--- src/rtl/clkcfg_sequencer_if.sv ---
// clkcfg_sequencer_if
//   Groups the signals between the core cfg register, the clock-configuration
//   sequencer and the clock generator.
//   cfg_req    [7:0] core cfg (bit 7 reset request, bit 6 PLLENA, bits 2:0 CLKSEL)
//   pll_locked       PLL lock flag from the clock generator
//   cfg_out    [6:0] configuration applied to the clock generator
//   cog_clk_en       cog clock enable
//   core_res         active-high core reset
//   busy             sequencer is not idle
//   master: drives requests/lock, observes results (board top / environment)
//   slave : the sequencer itself
interface clkcfg_sequencer_if;
    logic [7:0] cfg_req;
    logic       pll_locked;
    logic [6:0] cfg_out;
    logic       cog_clk_en;
    logic       core_res;
    logic       busy;

    modport master (
        output cfg_req,
        output pll_locked,
        input  cfg_out,
        input  cog_clk_en,
        input  core_res,
        input  busy
    );

    modport slave (
        input  cfg_req,
        input  pll_locked,
        output cfg_out,
        output cog_clk_en,
        output core_res,
        output busy
    );
endinterface

--- src/rtl/clkcfg_sequencer.sv ---
// clkcfg_sequencer
//   Applies core clock-mode requests to the clock generator safely: gates the
//   cog clock, loads the new configuration, waits for PLL settle/lock when the
//   PLL is newly enabled, then re-enables the cog clock. Also generates the
//   core reset at power-up and on software reset requests (cfg bit 7).
//   Ports:
//     clock_160  single clock, rising edge
//     res        asynchronous active-high reset
//     cfg_bus    slave side of clkcfg_sequencer_if (cfg_req, pll_locked in;
//                cfg_out, cog_clk_en, core_res, busy out - all registered)
module clkcfg_sequencer #(
    parameter int GATE_CYCLES   = 4,
    parameter int SETTLE_CYCLES = 16000,
    parameter int RESET_CYCLES  = 16,
    parameter int CNT_W         = 16
) (
    input  logic                 clock_160,
    input  logic                 res,
    clkcfg_sequencer_if.slave    cfg_bus
);

    typedef enum logic [2:0] {
        ST_BOOT   = 3'd0,
        ST_IDLE   = 3'd1,
        ST_GATE   = 3'd2,
        ST_APPLY  = 3'd3,
        ST_SETTLE = 3'd4,
        ST_RESUME = 3'd5,
        ST_SWRES  = 3'd6
    } state_t;

    localparam logic [CNT_W-1:0] GATE_LOAD   = CNT_W'(GATE_CYCLES - 1);
    localparam logic [CNT_W-1:0] SETTLE_LOAD = CNT_W'(SETTLE_CYCLES - 1);
    localparam logic [CNT_W-1:0] RESET_LOAD  = CNT_W'(RESET_CYCLES - 1);
    localparam logic [CNT_W-1:0] CNT_ONE     = CNT_W'(1);
    localparam logic [CNT_W-1:0] CNT_ZERO    = {CNT_W{1'b0}};

    state_t           state_r, state_s;
    logic [CNT_W-1:0] cnt_r, cnt_s;
    logic [7:0]       cfg_q_r;
    logic [6:0]       cfg_tgt_r, cfg_tgt_s;
    logic [6:0]       cfg_out_r, cfg_out_s;
    logic             cog_clk_en_r, cog_clk_en_s;
    logic             core_res_r, core_res_s;
    logic             busy_r, busy_s;
    logic             boot_hold_r;
    logic             cnt_zero_s;

    assign cnt_zero_s = (cnt_r == CNT_ZERO);

    // State, counter, input register and all registered outputs.
    // boot_hold_r registers the release of res so the boot count starts one
    // edge after release, giving the full RESET_CYCLES of core reset.
    always_ff @(posedge clock_160 or posedge res) begin
        if (res) begin
            state_r      <= ST_BOOT;
            cnt_r        <= RESET_LOAD;
            cfg_q_r      <= 8'h00;
            cfg_tgt_r    <= 7'h00;
            cfg_out_r    <= 7'h00;
            cog_clk_en_r <= 1'b0;
            core_res_r   <= 1'b1;
            busy_r       <= 1'b1;
            boot_hold_r  <= 1'b1;
        end else begin
            state_r      <= state_s;
            cnt_r        <= cnt_s;
            cfg_q_r      <= cfg_bus.cfg_req;
            cfg_tgt_r    <= cfg_tgt_s;
            cfg_out_r    <= cfg_out_s;
            cog_clk_en_r <= cog_clk_en_s;
            core_res_r   <= core_res_s;
            busy_r       <= busy_s;
            boot_hold_r  <= 1'b0;
        end
    end

    // Next-state and next-output logic of the sequencing FSM.
    always_comb begin
        state_s      = state_r;
        cnt_s        = cnt_r;
        cfg_tgt_s    = cfg_tgt_r;
        cfg_out_s    = cfg_out_r;
        cog_clk_en_s = cog_clk_en_r;
        core_res_s   = core_res_r;

        case (state_r)
            ST_BOOT: begin
                if (boot_hold_r) begin
                    cnt_s = cnt_r;
                end else if (cnt_zero_s) begin
                    state_s      = ST_IDLE;
                    core_res_s   = 1'b0;
                    cog_clk_en_s = 1'b1;
                end else begin
                    cnt_s = cnt_r - CNT_ONE;
                end
            end

            ST_IDLE: begin
                // Software reset has priority over a pending cfg change.
                if (cfg_q_r[7]) begin
                    state_s      = ST_SWRES;
                    core_res_s   = 1'b1;
                    cnt_s        = RESET_LOAD;
                    cfg_out_s    = 7'h00;
                    cog_clk_en_s = 1'b1;
                end else if (cfg_q_r[6:0] != cfg_out_r) begin
                    // Snapshot the target here; later requests wait for IDLE.
                    state_s      = ST_GATE;
                    cog_clk_en_s = 1'b0;
                    cnt_s        = GATE_LOAD;
                    cfg_tgt_s    = cfg_q_r[6:0];
                end else begin
                    state_s = ST_IDLE;
                end
            end

            ST_GATE: begin
                if (cnt_zero_s) begin
                    state_s = ST_APPLY;
                end else begin
                    cnt_s = cnt_r - CNT_ONE;
                end
            end

            ST_APPLY: begin
                cfg_out_s = cfg_tgt_r;
                // Settle only on an off-to-on PLLENA transition.
                if (cfg_tgt_r[6] && !cfg_out_r[6]) begin
                    state_s = ST_SETTLE;
                    cnt_s   = SETTLE_LOAD;
                end else begin
                    state_s = ST_RESUME;
                end
            end

            ST_SETTLE: begin
                // Counter holds at zero; no timeout on a missing lock.
                if (!cnt_zero_s) begin
                    cnt_s = cnt_r - CNT_ONE;
                end else if (cfg_bus.pll_locked) begin
                    state_s = ST_RESUME;
                end else begin
                    state_s = ST_SETTLE;
                end
            end

            ST_RESUME: begin
                cog_clk_en_s = 1'b1;
                state_s      = ST_IDLE;
            end

            ST_SWRES: begin
                if (cnt_zero_s) begin
                    core_res_s = 1'b0;
                    state_s    = ST_IDLE;
                end else begin
                    cnt_s = cnt_r - CNT_ONE;
                end
            end

            default: begin
                // Unreachable encoding: recover through a full boot.
                state_s      = ST_BOOT;
                cnt_s        = RESET_LOAD;
                cfg_out_s    = 7'h00;
                cog_clk_en_s = 1'b0;
                core_res_s   = 1'b1;
            end
        endcase

        busy_s = (state_s != ST_IDLE);
    end

    assign cfg_bus.cfg_out    = cfg_out_r;
    assign cfg_bus.cog_clk_en = cog_clk_en_r;
    assign cfg_bus.core_res   = core_res_r;
    assign cfg_bus.busy       = busy_r;

endmodule

--- src/flat_wrapper.sv ---
// flat-port wrapper written by rule: the top's interface ports become plain ports
module clkcfg_sequencer_flat 
#(
    parameter int GATE_CYCLES   = 4,
    parameter int SETTLE_CYCLES = 16000,
    parameter int RESET_CYCLES  = 16,
    parameter int CNT_W         = 16
)
  (clock_160, res, cfg_bus_cfg_req, cfg_bus_pll_locked, cfg_bus_cfg_out, cfg_bus_cog_clk_en, cfg_bus_core_res, cfg_bus_busy);
  clkcfg_sequencer_if cfg_bus_i ();
  input  logic clock_160;
  input  logic res;
  input wire logic [$bits(cfg_bus_i.cfg_req)-1:0] cfg_bus_cfg_req;
  input wire logic [$bits(cfg_bus_i.pll_locked)-1:0] cfg_bus_pll_locked;
  output wire logic [$bits(cfg_bus_i.cfg_out)-1:0] cfg_bus_cfg_out;
  output wire logic [$bits(cfg_bus_i.cog_clk_en)-1:0] cfg_bus_cog_clk_en;
  output wire logic [$bits(cfg_bus_i.core_res)-1:0] cfg_bus_core_res;
  output wire logic [$bits(cfg_bus_i.busy)-1:0] cfg_bus_busy;
  assign cfg_bus_i.cfg_req = cfg_bus_cfg_req;
  assign cfg_bus_i.pll_locked = cfg_bus_pll_locked;
  assign cfg_bus_cfg_out = cfg_bus_i.cfg_out;
  assign cfg_bus_cog_clk_en = cfg_bus_i.cog_clk_en;
  assign cfg_bus_core_res = cfg_bus_i.core_res;
  assign cfg_bus_busy = cfg_bus_i.busy;
  clkcfg_sequencer #(.GATE_CYCLES(GATE_CYCLES), .SETTLE_CYCLES(SETTLE_CYCLES), .RESET_CYCLES(RESET_CYCLES), .CNT_W(CNT_W)) u_core (.clock_160(clock_160), .res(res), .cfg_bus(cfg_bus_i));
endmodule
--- config.mk ---
export PLATFORM = sky130hd
export DESIGN_NAME = clkcfg_sequencer_flat
export DESIGN_NICKNAME = d
export VERILOG_FILES = /design/src/rtl/clkcfg_sequencer_if.sv /design/src/rtl/clkcfg_sequencer.sv /design/src/flat_wrapper.sv
export SDC_FILE = /design/constraint.sdc
export NUM_CORES = 1
export LEC_CHECK = 0
export ABC_AREA = 1
export CAP_MARGIN = 10
export CORE_MARGIN = 4
export CORE_UTILIZATION = 45
export CTS_BUF_LIST = sky130_fd_sc_hd__clkbuf_2
export DETAILED_ROUTE_END_ITERATION = 10
export PLACE_DENSITY_LB_ADDON = 0.25
export SYNTH_ARGS = -nofsm -noshare
export SYNTH_HDL_FRONTEND = slang
export SYNTH_SLANG_ARGS = --single-unit
--- constraint.sdc ---
create_clock -name clock_160 -period 1.75 [get_ports clock_160]
set_input_delay 0.175 -clock clock_160 [delete_from_list [all_inputs] [get_ports clock_160]]
set_output_delay 0.175 -clock clock_160 [all_outputs]
set_load 0.02 [all_outputs]
; ---- Word level (Yosys, flattened, before mapping)
; Index checks and enable logic that the tools add are counted.
[word_totals]
input_bits = 11
ff_bits = 45
out_inout_bits = 10
[op_classes]
muxes = 26
bitwise = 5
addsub = 1
n_eq_ne = 13
n_reduce_logical = 13
[op_table]
columns = op, n
row1 = $mux 16, 5
row2 = $pmux 16 s5, 1
row3 = $pmux 3 s7, 1
row4 = $pmux 7 s3, 1
row5 = $logic_not 16->1, 1
row6 = $sub 16x1->16 const B, 1
row7 = $mux 3, 5
row8 = $eq 3x3->1 const B, 3
row9 = $mux 1, 9
row10 = $pmux 1 s4, 2
row11 = $reduce_and 4->1, 2
row12 = $reduce_or 4->1, 2
row13 = $mux 7, 1
row14 = $ne 7x7->1, 1
row15 = $eq 3x2->1 const B, 2
row16 = $ne 2x1->1 const B, 3
row17 = $ne 3x1->1 const B, 2
row18 = $reduce_and 3->1, 2
row19 = $not 1->1, 5
row20 = $reduce_or 5->1, 1
row21 = $eq 3x1->1 const B, 1
row22 = $logic_not 3->1, 1
row23 = $reduce_or 3->1, 1
row24 = $mux 2, 1
row25 = 4 further kinds, 4

; ---- Logic depth before layout (Yosys ltp)
; Gate-level depths: netlist of run 1.
[depth]
word_depth = 5
depth_mapped = 13
mapped_depth_nobuf = 12

; ---- Worst setup path after synthesis of run 1
; Ideal clock, no wire load.
[synth_timing]
path_kind = flip-flop to flip-flop
startpoint = reg u_core.cnt_r[0]
endpoint = reg u_core.cnt_r[9]
required_time_ps = 1634
slack_ps = 114
arrival_time_ps = 1520
stages_incl_launch_ff = 14
cell_sequence = dfstp_2 inv_1 ha_1 inv_1 nor2_1 nand2_1 nor2_2 nand3_2 nand2_4 inv_4 nand3_4 buf_8 nand2_1 nand2_1
[synth_via]
elab_chain_cells = 4
word_cells_on_any_way = 5
[synth_lines]
columns = item, line_no
row1 = from (decl), clkcfg_sequencer.sv:39  ; logic [CNT_W-1:0] cnt_r, cnt_s;
row2 = from (signal assigned), clkcfg_sequencer.sv:67  ; cnt_r <= cnt_s;
row3 = $sub 16x1->16 / $logic_not 16->1 (equally long branches), n/a
row4 = $mux 16 *, n/a
row5 = $mux 16, clkcfg_sequencer.sv:89  ; if (boot_hold_r) begin
row6 = $pmux 16 s5 *, clkcfg_sequencer.sv:87  ; case (state_r)
; Mark *: on every way between the ends. The rest lies on a longest branch, timed or not. The select of a mux whose other input is x is not followed.
; A chain may end at the register's enable or synchronous reset.

; ---- Final worst setup path of run 1
[layout_timing]
startpoint = reg u_core.cfg_out_r[0], in the netlist u_core.cfg_bus.cfg_out[0]
endpoint = out cfg_bus_cfg_out[0]
[layout_lines]
columns = item, line_no
row1 = from (decl), clkcfg_sequencer.sv:42  ; logic [6:0] cfg_out_r, cfg_out_s;
row2 = from (signal assigned), clkcfg_sequencer.sv:70  ; cfg_out_r <= cfg_out_s;
row3 = to (decl), flat_wrapper.sv:15  ; output wire logic [$bits(cfg_bus_i.cfg_out)-1:0] cfg_bus_cfg_out;
; No word-level cell between the ends.

==> impl_results.md, run 1 <==
- Initial antenna violation count: 0
- Largest net degree at the start of global routing: 46
- Die width: 82.37 um
- Latest clock arrival within the worst-skew pair: 420 ps
- Final Hold Viols: 0
- P_int: 2.623 mW
- Average size of a mapped cell: 7.363 um2
- Ant diodes: 0
- CTS Buf Count: 5
- RSZ-0062 raised after global routing: yes
- Register area share after synthesis: 45.60%
- CP endpoint kind: output port
- CTS tree: yes
- Worst-case clock skew: 15.02 ps
- Root buf cell: clkbuf_2
- CP max stage cell: clkdlybuf4s50_1
- Overflow after GRT: 0
- Hold Crit Class: primary input to async pin
- FP Rows: 26
- Crit path largest cell delay: 630 ps
- #FFs+latches synth: 45
- Hold_buf cts: 0
- Via count of the first global-routing pass: 2011
- Fraction of layout cells with a size suffix above 1: 16.31%
- Combinational fraction of design power: 49.8%
- Total die area: 6784 um2
- CP delay by family, top: buffers and inverters
- Synth area leaders: dfrtp_1 38%, nand2_1 18%, dfstp_2 7.4%, inv_1 6.8%, nor2_1 5.0%
- Status: completed
- Buf+Inv Stages, Crit Path: 1
- Vias/cell: 4.968
- Routed length per instance: 12.58 um
- Clk pwr share: 13.3%
- Pwr Density: 1576 nW/um2
- Final Hold Slack: 47.96 ps
- Syn Nets: 351
- WS Path Type: register to output port
- Final wirelength: 5587 um
- Area growth syn-to-layout: 20.16%
- Core area: 5238 um2
- Post-DP HPWL: 3873 um
- Setup Viol. Count Final: 0
- Vias: 2206
- Fin nets: 386
- Fillers: 510
- R2R Setup Slk: 100 ps
- H-tree Lvls: 2
- Synthesized instance count: 338
- Worst IR Drop VDD: 0.0008239 V
- Post-route setup slack: 90.42 ps
- Fin. max-slew vios: 0
- Gpl congestion: 0.8747
- DR iter-0 viols: 140
- Sequential power share: 36.9%
- Pleak: 1.575 nW
- Fmax: 602.6 MHz
- CP arrival: 1480 ps
- Register area: 1135 um2
- CP cell instances: clkdlybuf4s50_1
- Worst slack at placement: 6.005 ps
- Synth cell types: 31
- Max-cap violations: 0
- GRT Overall Usage: 17.38%
- Period utilization: 94.83%
- Antenna viol nets, final: 0
- DRC: 0
- Synth warn: 0
- Startpoint types: register
- Peak fanout along the critical path: 3
- Die height: 82.37 um
- Initial Util: 47.52%
- CTS Buffer Depth: 2
- Global-route wire length before repair: 9080 um
- IO Count: 21
- Pre-Repair DR Iteration Count: 4
- Synth Cell Area: 2489 um2
- IO Port Bufs: 20
- Min Clock Period, post-route: 1660 ps
- CTS clk-pin slew, worst paths: 260 ps
- Worst EP required: 1570 ps
- Synth area leader: dfrtp_1
- CTS Sinks: 45
- Post-synth top area share: 38.21%
- Switching share of power: 44.36%
- Psw: 2.091 mW
- Multi-input gate area: 1210 um2
## metrics by stage
stage	instance area, um2	setup TNS (ps)	cells	utilization [%]	total power [mW]
2_1_floorplan	2489	0	338	-	3.322
3_3_place_gp	2819	0	431	53.82	3.867
3_5_place_dp	2819	0	431	53.82	3.924
4_1_cts	2892	0	439	55.21	4.547
5_1_grt	2990	-181.7	444	57.10	5.158
6_report	2990	0	444	57.10	4.714
## power by group through the flow
stage	Sequential [mW]	Clock, mW	Combinational [mW]
5_1_grt	1.79	0.696	2.68
3_3_place_gp	1.73	0	2.13
6_report	1.74	0.628	2.35
2_1_floorplan	1.80	0	1.52
3_5_place_dp	1.75	0	2.18
4_1_cts	1.72	0.639	2.19
## area by class of cell
type | instances | area share [%]
Tap cell | 70 | 2.929
Timing Repair Buffer | 32 | 10.21
Clock buffer | 5 | 0.8368
Inverter | 46 | 6.025
Multi-Input combinational cell | 243 | 40.46
Clock inverter | 3 | 1.590
Sequential cell | 45 | 37.95
## what timing repair did
item / 4_1_cts / 5_1_grt
setup buffers: 0 / 3
endpoints found under the hold margin: 0 / 0
cloned: 0 / 2
endpoints found under the setup margin: 4 / 25
pin swaps: 0 / 8
resized for setup: 3 / 22
## registers in the layout, summed over array words and instances (netlist names)
name,count
u_core.cfg_bus.core_res,1
u_core.cnt_r,16
u_core.state_r,3
u_core.cfg_tgt_r,7
u_core.cfg_bus.cog_clk_en,1
u_core.boot_hold_r,1
u_core.cfg_q_r,8
u_core.cfg_bus.cfg_out,7
u_core.cfg_bus.busy,1
## Yosys cell counts
cell type / number
xnor2_1: 4
or2_2: 1
clkbuf_1: 1
o22ai_1: 7
a21oi_1: 7
inv_1: 45
nor2_1: 33
nand2_4: 1
nand3_1: 23
nand3_4: 1
buf_2: 3
xor2_1: 1
nand3_2: 3
nand2_2: 1
nand4_1: 8
and3_1: 1
a21o_1: 2
buf_8: 1
inv_4: 1
o21ai_0: 14
ha_1: 2
dfstp_2: 7
nand2_1: 121
conb_1: 1
nor3_1: 3
nor2_4: 3
o21a_1: 1
dfrtp_1: 38
nor2_2: 2
buf_1: 1
o21a_4: 1
## worst paths after layout
kind | from | depth (start not counted) | endpoint
hold reg to reg | u_core.cfg_bus.cog_clk_en | 2 | u_core.cfg_bus.cog_clk_en
hold / removal | res | 3 | u_core.cnt_r[11]
setup / recovery | u_core.cfg_bus.cfg_out[0] | 1 | cfg_bus_cfg_out[0]
min in group clock_160 | cfg_bus_cfg_req[2] | 1 | u_core.cfg_q_r[2]
setup reg to reg | u_core.cnt_r[1] | 12 | u_core.cnt_r[14]
max in group asynchronous | res | 3 | u_core.boot_hold_r
## routing by layer
layer / vias up / global-route usage, % / part of all wire (%)
li1: 1126 / - / -
met5: - / 0 / 0
met1: 1025 / 22.34 / 46
met3: 5 / 4.338 / 4.2
met4: 0 / 3.987 / 0.73
met2: 50 / 29.33 / 49
## cells by family after synthesis
group | after synthesis | synth area share, %
adders and majority gates | 2 | 1.005
and+or+nand+nor | 201 | 35.45
DFF | 45 | 45.60
AOI/OAI and AO/OA | 32 | 7.491
buffers and inverters | 52 | 8.546
xor gates and xnor gates | 5 | 1.760
other | 1 | 0.1507
## cells in the final DEF, fill, tap and decap left out, drive strengths merged
master         count
nand3             28
o21ai             14
nor2              39
ha                 2
dlymetal6s2s       2
and3               1
o21a               2
a21oi              7
clkdlybuf4s50     16
inv               48
clkbuf             5
xnor2              4
dfrtp             38
o22ai              7
buf               12
conb               1
dlygate4sd2        2
dfstp              7
nand4              8
nand2            123
xor2               1
a21o               2
nor3               3
bufinv             1
or2                1
No activity file was read; power rests on OpenSTA's default activity.
==> inputs of run 2 (changes only) <==
- CORE_UTILIZATION: 45 -> 40
==> run 2 against run 1 <==
  * Wire length is 4.5% higher
  * Cell area is 1.3% higher
  * Clock skew is 7.1 ps lower
  * Global-route usage is 1.1 points lower
  * Critical endpoint is now u_core.cnt_r[13]
  * Register-to-register slack worse by 50 ps
  * Combinational power is 4% higher
  * Count of clock-buffer cells in the layout stayed put
  * Die area is 11% higher
  * Critical path depth is 11 higher
  * Worst setup slack worse by 41 ps
  * Non-clock buffer count is 5 higher
  * First-iteration DRC count is 66% lower
==> impl_results.md, run 2 (same netlist as run 1, synthesis figures left out) <==
- Overflow after GRT: 0 (unchanged)
- Largest Register: u_core.cnt_r
- Fmax: 588.2 MHz (-2.4%)
- Peak fanout along the critical path: 8 (+5)
- Startpoint types: register
- Root buf cell: clkbuf_2
- Dpl cells: 436 (+1.2%)
- DP Area: 2825 um2 (+0.22%)
- Ant diodes: 0 (unchanged)
- Status: completed
- Fin. max-slew vios: 0 (unchanged)
- Reg2Reg Depth: 12 (unchanged)
- Vias: 2228 (+1.0%)
- Register area: 1139 um2 (+0.33%)
- Worst R2R End: u_core.cnt_r[13]
- Hold_buf cts: 0 (unchanged)
- Setup Viol. Count Final: 0 (unchanged)
- Pwr Density: 1544 nW/um2 (-2.1%)
- Pre-Repair DR Iteration Count: 4 (unchanged)
- Post-route setup slack: 49.79 ps (-40.63 ps)
- Max-cap violations: 0 (unchanged)
- Most frequent cells in the layout: 115 x nand2_1, 41 x inv_1, 35 x dfrtp_1, 26 x nor2_1, 22 x nand3_1
- Worst-case clock skew: 7.933 ps (-7.087 ps)
- GRT Overall Usage: 16.33% (-1.1 points)
- CP endpoint kind: register
- CTS Sinks: 45 (unchanged)
- R2R Setup Slk: 50 ps (-50 ps)
- Period utilization: 97.16% (+2.3 points)
- RSZ-0062 raised after global routing: yes
- FP Rows: 28 (+7.7%)
- DR iter-0 viols: 48 (-66%)
- Routed length per instance: 12.86 um (+2.2%)
- Die height: 86.88 um (+5.5%)
- Final Hold Viols: 0 (unchanged)
- Design Power: 4.676 mW (-0.81%)
- Max layer used: met4
- IO Count: 21 (unchanged)
- Worst EP required: 2100 ps (+530 ps)
- Die width: 86.88 um (+5.5%)
- Post-layout util: 50.56% (-6.5 points)
- Met1 wire length: 2753 um (+6.9%)
- Antenna viol nets, final: 0 (unchanged)
- Met2 Routed Length: 2799 um (+2.4%)
- WS Path Type: register to register
- Min Clock Period, post-route: 1700 ps (+40.63 ps)
- Core area: 5991 um2 (+14%)
- Post-DP HPWL: 4018 um (+3.7%)
- RR Startpoint: u_core.cnt_r[1]
- Via count of the first global-routing pass: 2107 (+4.8%)
- Worst IR Drop VDD: 0.0007731 V (-6.2%)
- Cell area after layout: 3029 um2 (+1.3%)
- WL met3: 226 um (-3.8%)
- Vias/cell: 4.907 (-1.2%)
- Fraction of layout cells with a size suffix above 1: 18.47% (+2.2 points)
- Largest registers: u_core.cnt_r: 16 flops, u_core.cfg_q_r: 8 flops
- CP max stage cell: dfstp_2
- Gpl congestion: 0.7968 (-8.9%)
- Final wirelength: 5838 um (+4.5%)
- Hold Crit Class: primary input to async pin
- Initial Util: 41.54% (-6.0 points)
- CTS Buf Count: 5 (unchanged)
- Fin nets: 391 (+1.3%)
- Multi-input gate area: 1230 um2 (+1.7%)
- Post-Layout Cell Count: 454 (+2.3%)
- Crit path largest cell delay: 610 ps (-20 ps)
- H-tree Lvls: 2 (unchanged)
- Area growth syn-to-layout: 21.72%
- Pleak: 1.583 nW (+0.49%)
- CP cell instances: inv_2 > ha_4 > inv_2 > nor2_1 > nand2_1 > nor2_2 > nand3_2 > nand2_4 > inv_4 > nand3_4 > nand2_2 > nand2_2
- CTS Buffer Depth: 2 (unchanged)
- Fillers: 586 (+15%)
- Total die area: 7547 um2 (+11%)
- Latest clock arrival within the worst-skew pair: 430 ps (about the same)
- Global-route wire length before repair: 9777 um (+7.7%)
- CP arrival: 2050 ps (+570 ps)
- CP endpoint: u_core.cnt_r[13]
- IO Port Bufs: 20 (unchanged)
- Largest net degree at the start of global routing: 22 (-52%)
- Initial antenna violation count: 0 (unchanged)
- Worst slack at placement: 6.358 ps (+0.3530 ps)
- CTS tree: yes
- Commonest non-fill, non-tap cell in the layout: nand2_1
- CTS clk-pin slew, worst paths: 240 ps (-20 ps)
- Max reg flops: 16 (unchanged)
- DRC: 0 (unchanged)
- Critical path origin: u_core.cnt_r[1]
## run 2: changes by cell type in the layout (fill, tap and decap cells not counted), sizes merged
cell,previous run,this run
bufinv,1,0
clkinv,0,2
buf,12,17
inv,48,47
## run 2: worst min path at each step
stage,from,end,slack (ps),cells after the start
floorplan,cfg_bus_cfg_req[0],u_core.cfg_q_r[0],210,0
global placement,u_core.cfg_bus.cog_clk_en,u_core.cfg_bus.cog_clk_en,460,2
detailed placement,u_core.cnt_r[1],u_core.cnt_r[1],470,2
CTS,res,u_core.cfg_bus.cfg_out[0],20,2
global route,res,u_core.cfg_bus.cfg_out[0],3,2
finish,res,u_core.cnt_r[6],8,2
## run 2: per-stage QoR
stage,TNS [ps],hold slack [ps]
floorplan,0,206.4
global placement,0,457.5
detailed placement,0,467.3
CTS,0,24.06
global route,-149.9,3.226
finish,0,7.761
## run 2: cell type report
cell class | count | share of cell area (%)
inverters | 46 | 5.865
well taps | 75 | 3.098
clock inverters | 3 | 0.7022
repair buffers | 37 | 11.32
flip-flops and latches | 45 | 37.59
multi-input cells | 243 | 40.60
clock buffers | 5 | 0.8261
## run 2: worst max-delay path: cells and delay by family, from the launching register on
kind	cells	cell delay (ps)
simple gates	8	640
flops	1	610
buf+inv	3	210
fa+ha+maj	1	150
## run 2: where the power goes
| part | total (mW) | internal, mW | switching [mW] |
|---|---|---|---|
| registers | 1.76 | 1.44 | 0.324 |
| logic | 2.45 | 1.01 | 1.43 |
| clock network | 0.468 | 0.103 | 0.365 |
| total | 4.68 | 2.55 | 2.12 |
## run 2: timing repair
item                       CTS  global route
setup endpoints to repair   12            28
gates cloned                 1             1
resized for setup            3            29
pin swaps                    1             8
setup buffers                0             8
## run 2: per-layer routing
layer | global-route usage [%] | vias up
li1 | - | 1143
met1 | 22.04 | 1040
met2 | 26.78 | 40
met3 | 3.500 | 5
met4 | 3.824 | 0
met5 | 0 | -
